**config.mk**
```make
export PLATFORM = sky130hd
export DESIGN_NAME = instruction_fetch_unit_flat
export DESIGN_NICKNAME = d
export VERILOG_FILES = /design/src/rtl/instruction_fetch_unit_if.sv /design/src/rtl/instruction_fetch_unit.sv /design/src/flat_wrapper.sv
export SDC_FILE = /design/constraint.sdc
export NUM_CORES = 1
export LEC_CHECK = 0
export CAP_MARGIN = 5
export CELL_PAD_IN_SITES_DETAIL_PLACEMENT = 1
export CELL_PAD_IN_SITES_GLOBAL_PLACEMENT = 2
export CORE_UTILIZATION = 26
export CTS_CLUSTER_DIAMETER = 40
export DETAILED_ROUTE_END_ITERATION = 6
export PLACE_DENSITY = 0.81
export SYNTH_ARGS = -nofsm -noshare
export SYNTH_HDL_FRONTEND = slang
export SYNTH_SLANG_ARGS = --single-unit
```
**constraint.sdc**
```tcl
create_clock -name CLK -period 3.05 [get_ports CLK]
set_input_delay 0.7625 -clock CLK [delete_from_list [all_inputs] [get_ports CLK]]
set_output_delay 0.7625 -clock CLK [all_outputs]
set_load 0.02 [all_outputs]
```
**src/rtl/instruction_fetch_unit_if.sv**
```systemverilog
// Instruction-memory read port plus the IF/ID and control signals of the fetch stage.
interface instruction_fetch_unit_if #(parameter int COUNT_W = 32);
  logic [63:0]        imem_addr;
  logic [31:0]        imem_data;
  logic               stall;
  logic               redirect;
  logic [63:0]        redirect_target;
  logic               halt_req;
  logic [31:0]        if_instr;
  logic [63:0]        if_pc;
  logic               if_valid;
  logic               flush;
  logic               fault;
  logic [COUNT_W-1:0] fetch_count;

  modport master (
    output imem_addr, if_instr, if_pc, if_valid, flush, fault, fetch_count,
    input  imem_data, stall, redirect, redirect_target, halt_req
  );

  modport slave (
    input  imem_addr, if_instr, if_pc, if_valid, flush, fault, fetch_count,
    output imem_data, stall, redirect, redirect_target, halt_req
  );
endinterface

```
**src/rtl/instruction_fetch_unit.sv**
```systemverilog
// LEGv8 fetch stage: PC, IF/ID register, stall/redirect/halt handling and
// a sticky misaligned-target fault.
module instruction_fetch_unit #(
  parameter logic [63:0] RESET_PC = 64'h0,
  parameter logic [31:0] NOP_WORD = 32'h8B1F03FF,
  parameter int          COUNT_W  = 32
) (
  input  logic                    CLK,
  input  logic                    Reset,
  instruction_fetch_unit_if.master bus
);
  typedef enum logic [1:0] {RUN, HALT, FAULT} state_t;

  state_t             state, state_nxt;
  logic [63:0]        pc, pc_nxt;
  logic [31:0]        instr, instr_nxt;
  logic [63:0]        ifpc, ifpc_nxt;
  logic               vld, vld_nxt;
  logic               flt, flt_nxt;
  logic [COUNT_W-1:0] cnt, cnt_nxt;
  logic               aligned, take;

  assign aligned = (bus.redirect_target[1:0] == 2'b00);
  // A redirect is accepted only outside FAULT and never while Reset is high.
  assign take    = !Reset && bus.redirect && aligned && (state != FAULT);

  always_ff @(posedge CLK) begin
    if (Reset) begin
      state <= RUN;
      pc    <= RESET_PC;
      instr <= NOP_WORD;
      ifpc  <= 64'h0;
      vld   <= 1'b0;
      flt   <= 1'b0;
      cnt   <= '0;
    end else begin
      state <= state_nxt;
      pc    <= pc_nxt;
      instr <= instr_nxt;
      ifpc  <= ifpc_nxt;
      vld   <= vld_nxt;
      flt   <= flt_nxt;
      cnt   <= cnt_nxt;
    end
  end

  always_comb begin
    state_nxt = state;
    pc_nxt    = pc;
    instr_nxt = instr;
    ifpc_nxt  = ifpc;
    vld_nxt   = vld;
    flt_nxt   = flt;
    cnt_nxt   = cnt;
    case (state)
      RUN: begin
        if (bus.redirect) begin
          pc_nxt    = bus.redirect_target;
          instr_nxt = NOP_WORD;
          ifpc_nxt  = pc;
          vld_nxt   = 1'b0;
          if (!aligned) begin
            flt_nxt   = 1'b1;
            state_nxt = FAULT;
          end
        end else if (bus.stall) begin
          // hold everything
        end else if (bus.halt_req) begin
          instr_nxt = NOP_WORD;
          ifpc_nxt  = pc;
          vld_nxt   = 1'b0;
          state_nxt = HALT;
        end else begin
          instr_nxt = bus.imem_data;
          ifpc_nxt  = pc;
          vld_nxt   = 1'b1;
          pc_nxt    = pc + 64'd4;
          cnt_nxt   = cnt + COUNT_W'(1);
        end
      end
      HALT: begin
        instr_nxt = NOP_WORD;
        vld_nxt   = 1'b0;
        if (bus.redirect && aligned) begin
          pc_nxt    = bus.redirect_target;
          ifpc_nxt  = pc;
          state_nxt = RUN;
        end
      end
      FAULT: begin
        instr_nxt = NOP_WORD;
        vld_nxt   = 1'b0;
        flt_nxt   = 1'b1;
      end
      default: state_nxt = RUN;
    endcase
  end

  assign bus.imem_addr   = pc;
  assign bus.if_instr    = instr;
  assign bus.if_pc       = ifpc;
  assign bus.if_valid    = vld;
  assign bus.flush       = take;
  assign bus.fault       = flt;
  assign bus.fetch_count = cnt;
endmodule

```
**src/flat_wrapper.sv**
```systemverilog
// flat-port wrapper written by rule: the top's interface ports become plain ports
module instruction_fetch_unit_flat 
#(
  parameter logic [63:0] RESET_PC = 64'h0,
  parameter logic [31:0] NOP_WORD = 32'h8B1F03FF,
  parameter int          COUNT_W  = 32
)
  (CLK, Reset, bus_imem_addr, bus_if_instr, bus_if_pc, bus_if_valid, bus_flush, bus_fault, bus_fetch_count, bus_imem_data, bus_stall, bus_redirect, bus_redirect_target, bus_halt_req);
  instruction_fetch_unit_if #(.COUNT_W(COUNT_W)) bus_i ();
  input  logic CLK;
  input  logic Reset;
  output wire logic [$bits(bus_i.imem_addr)-1:0] bus_imem_addr;
  output wire logic [$bits(bus_i.if_instr)-1:0] bus_if_instr;
  output wire logic [$bits(bus_i.if_pc)-1:0] bus_if_pc;
  output wire logic [$bits(bus_i.if_valid)-1:0] bus_if_valid;
  output wire logic [$bits(bus_i.flush)-1:0] bus_flush;
  output wire logic [$bits(bus_i.fault)-1:0] bus_fault;
  output wire logic [$bits(bus_i.fetch_count)-1:0] bus_fetch_count;
  input wire logic [$bits(bus_i.imem_data)-1:0] bus_imem_data;
  input wire logic [$bits(bus_i.stall)-1:0] bus_stall;
  input wire logic [$bits(bus_i.redirect)-1:0] bus_redirect;
  input wire logic [$bits(bus_i.redirect_target)-1:0] bus_redirect_target;
  input wire logic [$bits(bus_i.halt_req)-1:0] bus_halt_req;
  assign bus_imem_addr = bus_i.imem_addr;
  assign bus_if_instr = bus_i.if_instr;
  assign bus_if_pc = bus_i.if_pc;
  assign bus_if_valid = bus_i.if_valid;
  assign bus_flush = bus_i.flush;
  assign bus_fault = bus_i.fault;
  assign bus_fetch_count = bus_i.fetch_count;
  assign bus_i.imem_data = bus_imem_data;
  assign bus_i.stall = bus_stall;
  assign bus_i.redirect = bus_redirect;
  assign bus_i.redirect_target = bus_redirect_target;
  assign bus_i.halt_req = bus_halt_req;
  instruction_fetch_unit #(.RESET_PC(RESET_PC), .NOP_WORD(NOP_WORD), .COUNT_W(COUNT_W)) u_core (.CLK(CLK), .Reset(Reset), .bus(bus_i));
endmodule
```
**Word-level counts from Yosys, hierarchy flattened**

Index checks and enable logic that the tools add are counted.

- Bits of input ports: 101
- Bits in registers: 196
- Logic and storage cells: 66
- Output and inout port bits: 195

- Reductions and logical operators: 17
- $add $sub $neg: 2
- Multiplexer cells: 26
- Equal/unequal tests: 10
- Bitwise logic cells: 4

Operators by type and width:

| operator | count |
|---|---|
| 2-to-1 mux 64 bit | 7 |
| case mux 64 bit (2 select lines) | 2 |
| 2-to-1 mux 32 bit | 3 |
| adder 64 x 3 -> 64 bit (second input constant) | 1 |
| case mux 32 bit (2 select lines) | 1 |
| adder 32 x 1 -> 32 bit (second input constant) | 1 |
| inequality test 3 bit (second input constant) | 4 |
| 2-to-1 mux 2 bit | 5 |
| AND reduction 4 bit | 2 |
| inequality test 2 bit (second input constant) | 3 |
| case mux 2 bit (3 select lines) | 1 |
| AND reduction 3 bit | 2 |
| nonzero test 2 bit | 3 |
| 2-to-1 mux 1 bit | 5 |
| AND reduction 5 bit | 1 |
| logical AND 1 bit | 4 |
| logical NOT 2 bit | 2 |
| inverter 1 bit | 4 |
| case mux 1 bit (2 select lines) | 2 |
| equality test 2 x 1 -> 1 bit (second input constant) | 1 |
| equality test 2 bit (second input constant) | 1 |
| inequality test 2 x 1 -> 1 bit (second input constant) | 1 |
| AND reduction 2 bit | 1 |
| OR reduction 2 bit | 1 |
| logical NOT 1 bit | 1 |

**Logic depth before layout (Yosys ltp)**

- Depth in word-level cells: 5
- Mapped depth: 10
- Depth with buffers taken out: 8

**Worst setup path before layout**

OpenSTA, ideal clock, no wires.

- Path type: input port to flip-flop
- Start: input bus_stall
- End: register u_core.cnt[17], in the netlist u_core.bus.fetch_count[17]
- Cell stages on the path: 9
- Required time: 2.922 ns
- Path buffers: 3
- Data arrival time: 2.752 ns
- Setup slack: 0.171 ns
- Library setup time: 0.128 ns
- Path through: clkbuf_1 or4b_2 buf_2 nor3_2 and4_1 clkbuf_1 and3_1 xnor2_1 nor2_1

- Word-level cells in the longest chain between the ends: 2

RTL lines:

| what | RTL line | source |
|---|---|---|
| from (decl) | flat_wrapper.sv:20 | `input wire logic [$bits(bus_i.stall)-1:0] bus_stall;` |
| inverter 1 bit (no source line) | n/a |  |
| AND reduction 4 bit (no source line) | n/a |  |
| to (signal assigned) | instruction_fetch_unit.sv:43 | `cnt <= cnt_nxt;` |
| to (decl) | instruction_fetch_unit.sv:20 | `logic [COUNT_W-1:0] cnt, cnt_nxt;` |

No other way between the ends.
A chain may end at the register's enable or synchronous reset.

**Worst setup path in the final report**

- Start: input bus_redirect
- End: output bus_flush

- Word-level cells in the longest chain between the ends: 3

RTL lines:

| what | RTL line | source |
|---|---|---|
| from (decl) | flat_wrapper.sv:21 | `input wire logic [$bits(bus_i.redirect)-1:0] bus_redirect;` |
| logical AND 1 bit (3 in a row) | instruction_fetch_unit.sv:25 | `assign take = !Reset && bus.redirect && aligned && (state != FAULT);` |
| to (decl) | flat_wrapper.sv:16 | `output wire logic [$bits(bus_i.flush)-1:0] bus_flush;` |

No other way between the ends.

==> results.md <==
* RR Startpoint: u_core.bus.imem_addr[3]$_SDFFE_PP0P_
* Worst Skew at 0.00993 ns
* Clk_lat worst skew at 0.46 ns
* Synth Area in Compound Gates at 19.5%
* Total wire length at 38900 um
* Arrival @ worst endpoint at 2.07 ns
* Leak at 4.73 nW
* Synth warn at 0
* # DRC at 0
* Final net count at 1616
* Pin count of the biggest net entering global routing at 58
* Layout cells sized above 1 at 9.52%
* Syn_nets at 1305
* Slew HR at 55.2%
* IO buf count at 295
* Clock Pin Slew Worst Setup and Hold Paths at 0.07 ns
* Critical path required time at 2.29 ns
* CP Buf/Inv Count at 3
* CTS tree: built
* CTS sink count at 196
* RD Place Congestion at 0.825
* Worst-path cell chain: clkdlybuf4s50_1 > buf_4 > nand2_1 > nor3_1 > dlygate4sd2_1
* Worst setup path endpoint: bus_flush
* Num rows at 68
* Cell Pwr Density at 579 nW/um2
* FFs w/ async S/R, synth at 0%
* DRT Pass-1 Iters at 5
* Vias in the first global route at 10400
* Largest stage delay on the critical path at 0.47 ns
* Synth area leaders: dfxtp_1 (43%), nand2_1 (10%), a21oi_1 (6.5%)
* Setup Viol. Count Final at 0
* Slew Limit Fails at 0
* Die area at 36200 um2
* Final worst-path cycle share at 92.8%
* PostCTS Resize Cnt at 1
* Root Buffer: clkbuf_16
* Synth Area in XOR/XNOR at 2.66%
* Total number of vias at 10200
* Synthesis-to-finish area growth at 50.1%
* # Post-CTS Setup Buffers at 0
* Critical path's top delay family: buffers and inverters
* Die Wd at 190 um
* Prevailing post-synth register cell: dfxtp_1
* Crit Path Max Fanout at 14
* Core Region at 34700 um2
* Register area share after synthesis at 42.6%
* First-pass GRT wire length at 60200 um
* Fin crit period at 2.83 ns
* Post-Synth Adder-Cell Area at 0.679%
* Worst-Margin Slew at 0.672 ns
* Startpoint type of the worst setup path: primary input
* Number of synthesized flops with an enable pin at 0
* Main combinational cell family by area after synthesis: simple AND/OR/NAND/NOR gates
* Placed insts at 1946
* Start point of the critical path: bus_redirect
* Outcome: complete, no violations
* Reg2Reg Setup Slack at 0.29 ns
* Mapped Area at 9210 um2
* Post-Synth Simple-Gate Area at 29.2%
* Final Instance Area at 13800 um2
* Initial DRC Count at 607
* IO Pins at 296
* Inserted Clock Buffers at 17
* Htree depth at 4
* WL per Instance at 19.7 um
* Critical path endpoint category: output pin
* Post-layout util at 39.8%
* Vias/cell at 5.15
* Post-synth top area cell: dfxtp_1
* Finished Layout Cells at 1979
* Avg Cell Area, Syn at 7.68 um2
* Multiplexer area fraction after synthesis at 0.666%
* Critical path type: in2out
* Cts hold-fix bufs at 0
* Count of final hold-check violations at 0
* Yosys top cell area share at 42.6%
* Die H at 190 um
* Max-Cap Viols at 0
* Synth unique cells at 61
* GRT Total Usage at 21.5%
* Yosys reg bits at 196
* Slowest CP cell: clkdlybuf4s50_1
* CTS max path bufs at 2
* Detail Placement HPWL at 28500 um
* Register-to-Register Path Depth at 8
* WP depth at 5
* Post-route ant nets at 0
* R2r endpoint: u_core.bus.imem_addr[44]$_SDFFE_PP0P_
* Starting Density at 26.5%
* Peak VDD IR at 0.000434 V
* Post-DP Area at 13200 um2
* Max Clock Freq at 353 MHz
* Post-Synthesis Cells at 1199
* RSZ-0062 raised after global routing: no
* Worst hold path type: reg2reg
* Initial antenna violation count at 4
* Grt total ovfl at 0
## worst register-to-register path, cell delays in order (launching register included)
cell and delay, ns:
dfxtp_1 0.43, ha_1 0.24, nand3_1 0.22, or3_1 0.55, nor4_2 0.17, buf_4 0.21
nand4_1 0.16, or4_1 0.50, a41oi_1 0.19
## final cells by class
| cell class | count | area, um2 |
|---|---|---|
| Sequential cell | 196 | 3920 |
| Fill cell | 4184 | 20900 |
| Antenna cell | 1 | 2.50 |
| Multi-Input combinational cell | 893 | 4880 |
| Clock inverter | 14 | 225 |
| Inverter | 16 | 60.1 |
| Clock buffer | 18 | 439 |
| Timing Repair Buffer | 386 | 3720 |
| Tap cell | 455 | 569 |
## metrics by stage
step / total power, W / hold slack, ns / setup TNS [ns] / setup WS, ns
after detailed placement: 0.00549 / 0.445 / -2.12 / -0.195
after floorplan: 0.00421 / 0.487 / 0 / 0.171
final: 0.00800 / 0.451 / 0 / 0.220
after global placement: 0.00545 / 0.438 / -0.647 / -0.141
after global routing: 0.00842 / 0.470 / 0 / 0.0977
after CTS: 0.00812 / 0.456 / 0 / 0.217
## metal layers
metal | wire length (um) | GRT usage [%] | up-vias
li1 | - | - | 4906
met1 | 17000 | 26.8 | 4964
met2 | 18300 | 35.2 | 282
met3 | 2960 | 7.08 | 39
met4 | 592 | 6.00 | 6
met5 | 46 | 0 | -
## registers in the layout, summed over array words and instances (netlist names)
name / flops
u_core.bus.fault: 1
u_core.bus.if_instr: 32
u_core.bus.imem_addr: 64
u_core.bus.fetch_count: 32
u_core.state: 2
u_core.bus.if_pc: 64
u_core.bus.if_valid: 1
## cells in the mapped netlist, types with 9 or more instances
master,n
a21oi_1,120
a31oi_1,20
and3_1,30
a211oi_1,11
inv_1,16
and4_1,10
nor2_1,89
or3_1,21
dfxtp_1,196
nand3_1,49
clkbuf_1,81
nand2_1,245
a22oi_1,23
o22ai_1,25
o211ai_1,15
o21ai_0,34
xnor2_1,10
or4_1,12
nand4_1,40
nor4_1,13
nor3_1,21
xor2_1,18
and2_1,9
## power breakdown
group | internal (W) | switching, W | total [W] | leakage (nW)
registers | 0.00278 | 0.000245 | 0.00302 | 1.59
logic | 0.00100 | 0.00138 | 0.00238 | 2.82
clock network | 0.00149 | 0.00111 | 0.00260 | 0.314
## cell families (layout without fill, tap and decap cells)
| family | count (synthesis) | count (layout) |
|---|---|---|
| adders and majority gates | 5 | 5 |
| DFF | 196 | 196 |
| buffers and inverters | 110 | 434 |
| and+or+nand+nor | 561 | 561 |
| AOI/OAI and AO/OA | 293 | 293 |
| muxes | 6 | 6 |
| other | 0 | 1 |
| xor gates and xnor gates | 28 | 28 |
## worst min path at each step
stage / startpoint / to / slack, ns / depth (start not counted)
6_report: u_core.bus.if_pc[39]$_SDFFE_PP0P_ / u_core.bus.if_pc[39]$_SDFFE_PP0P_ / 0.45 / 2
5_1_grt: u_core.bus.if_pc[27]$_SDFFE_PP0P_ / u_core.bus.if_pc[27]$_SDFFE_PP0P_ / 0.47 / 2
2_1_floorplan: u_core.state[1]$_SDFFE_PP0P_ / u_core.state[1]$_SDFFE_PP0P_ / 0.49 / 2
4_1_cts: u_core.bus.if_pc[36]$_SDFFE_PP0P_ / u_core.bus.if_pc[36]$_SDFFE_PP0P_ / 0.46 / 2
3_3_place_gp: u_core.bus.if_pc[58]$_SDFFE_PP0P_ / u_core.bus.if_pc[58]$_SDFFE_PP0P_ / 0.44 / 2
3_5_place_dp: u_core.bus.if_pc[36]$_SDFFE_PP0P_ / u_core.bus.if_pc[36]$_SDFFE_PP0P_ / 0.44 / 2
## placed cells by master (no fill, tap or decap), types with 4 or more instances in the layout
cell type,n
or4_1,12
nor3_1,21
and2_1,9
a21oi_1,120
o21ai_0,34
o32ai_1,6
xor2_1,18
ha_1,5
o31a_1,5
a31oi_1,20
bufinv_16,5
o31ai_1,4
nand4_1,40
clkdlybuf4s50_1,293
inv_1,16
or3_1,21
a22oi_1,23
buf_12,7
clkbuf_16,17
dfxtp_1,196
buf_4,84
a21o_1,7
nand3_1,49
and4_1,10
nor4_1,13
nor2_1,87
xnor2_1,10
nand2_1,245
o211ai_1,15
a211oi_1,11
or2_2,4
mux2i_1,5
and3_1,30
o22ai_1,25
Power figures use the tool's default switching activity.
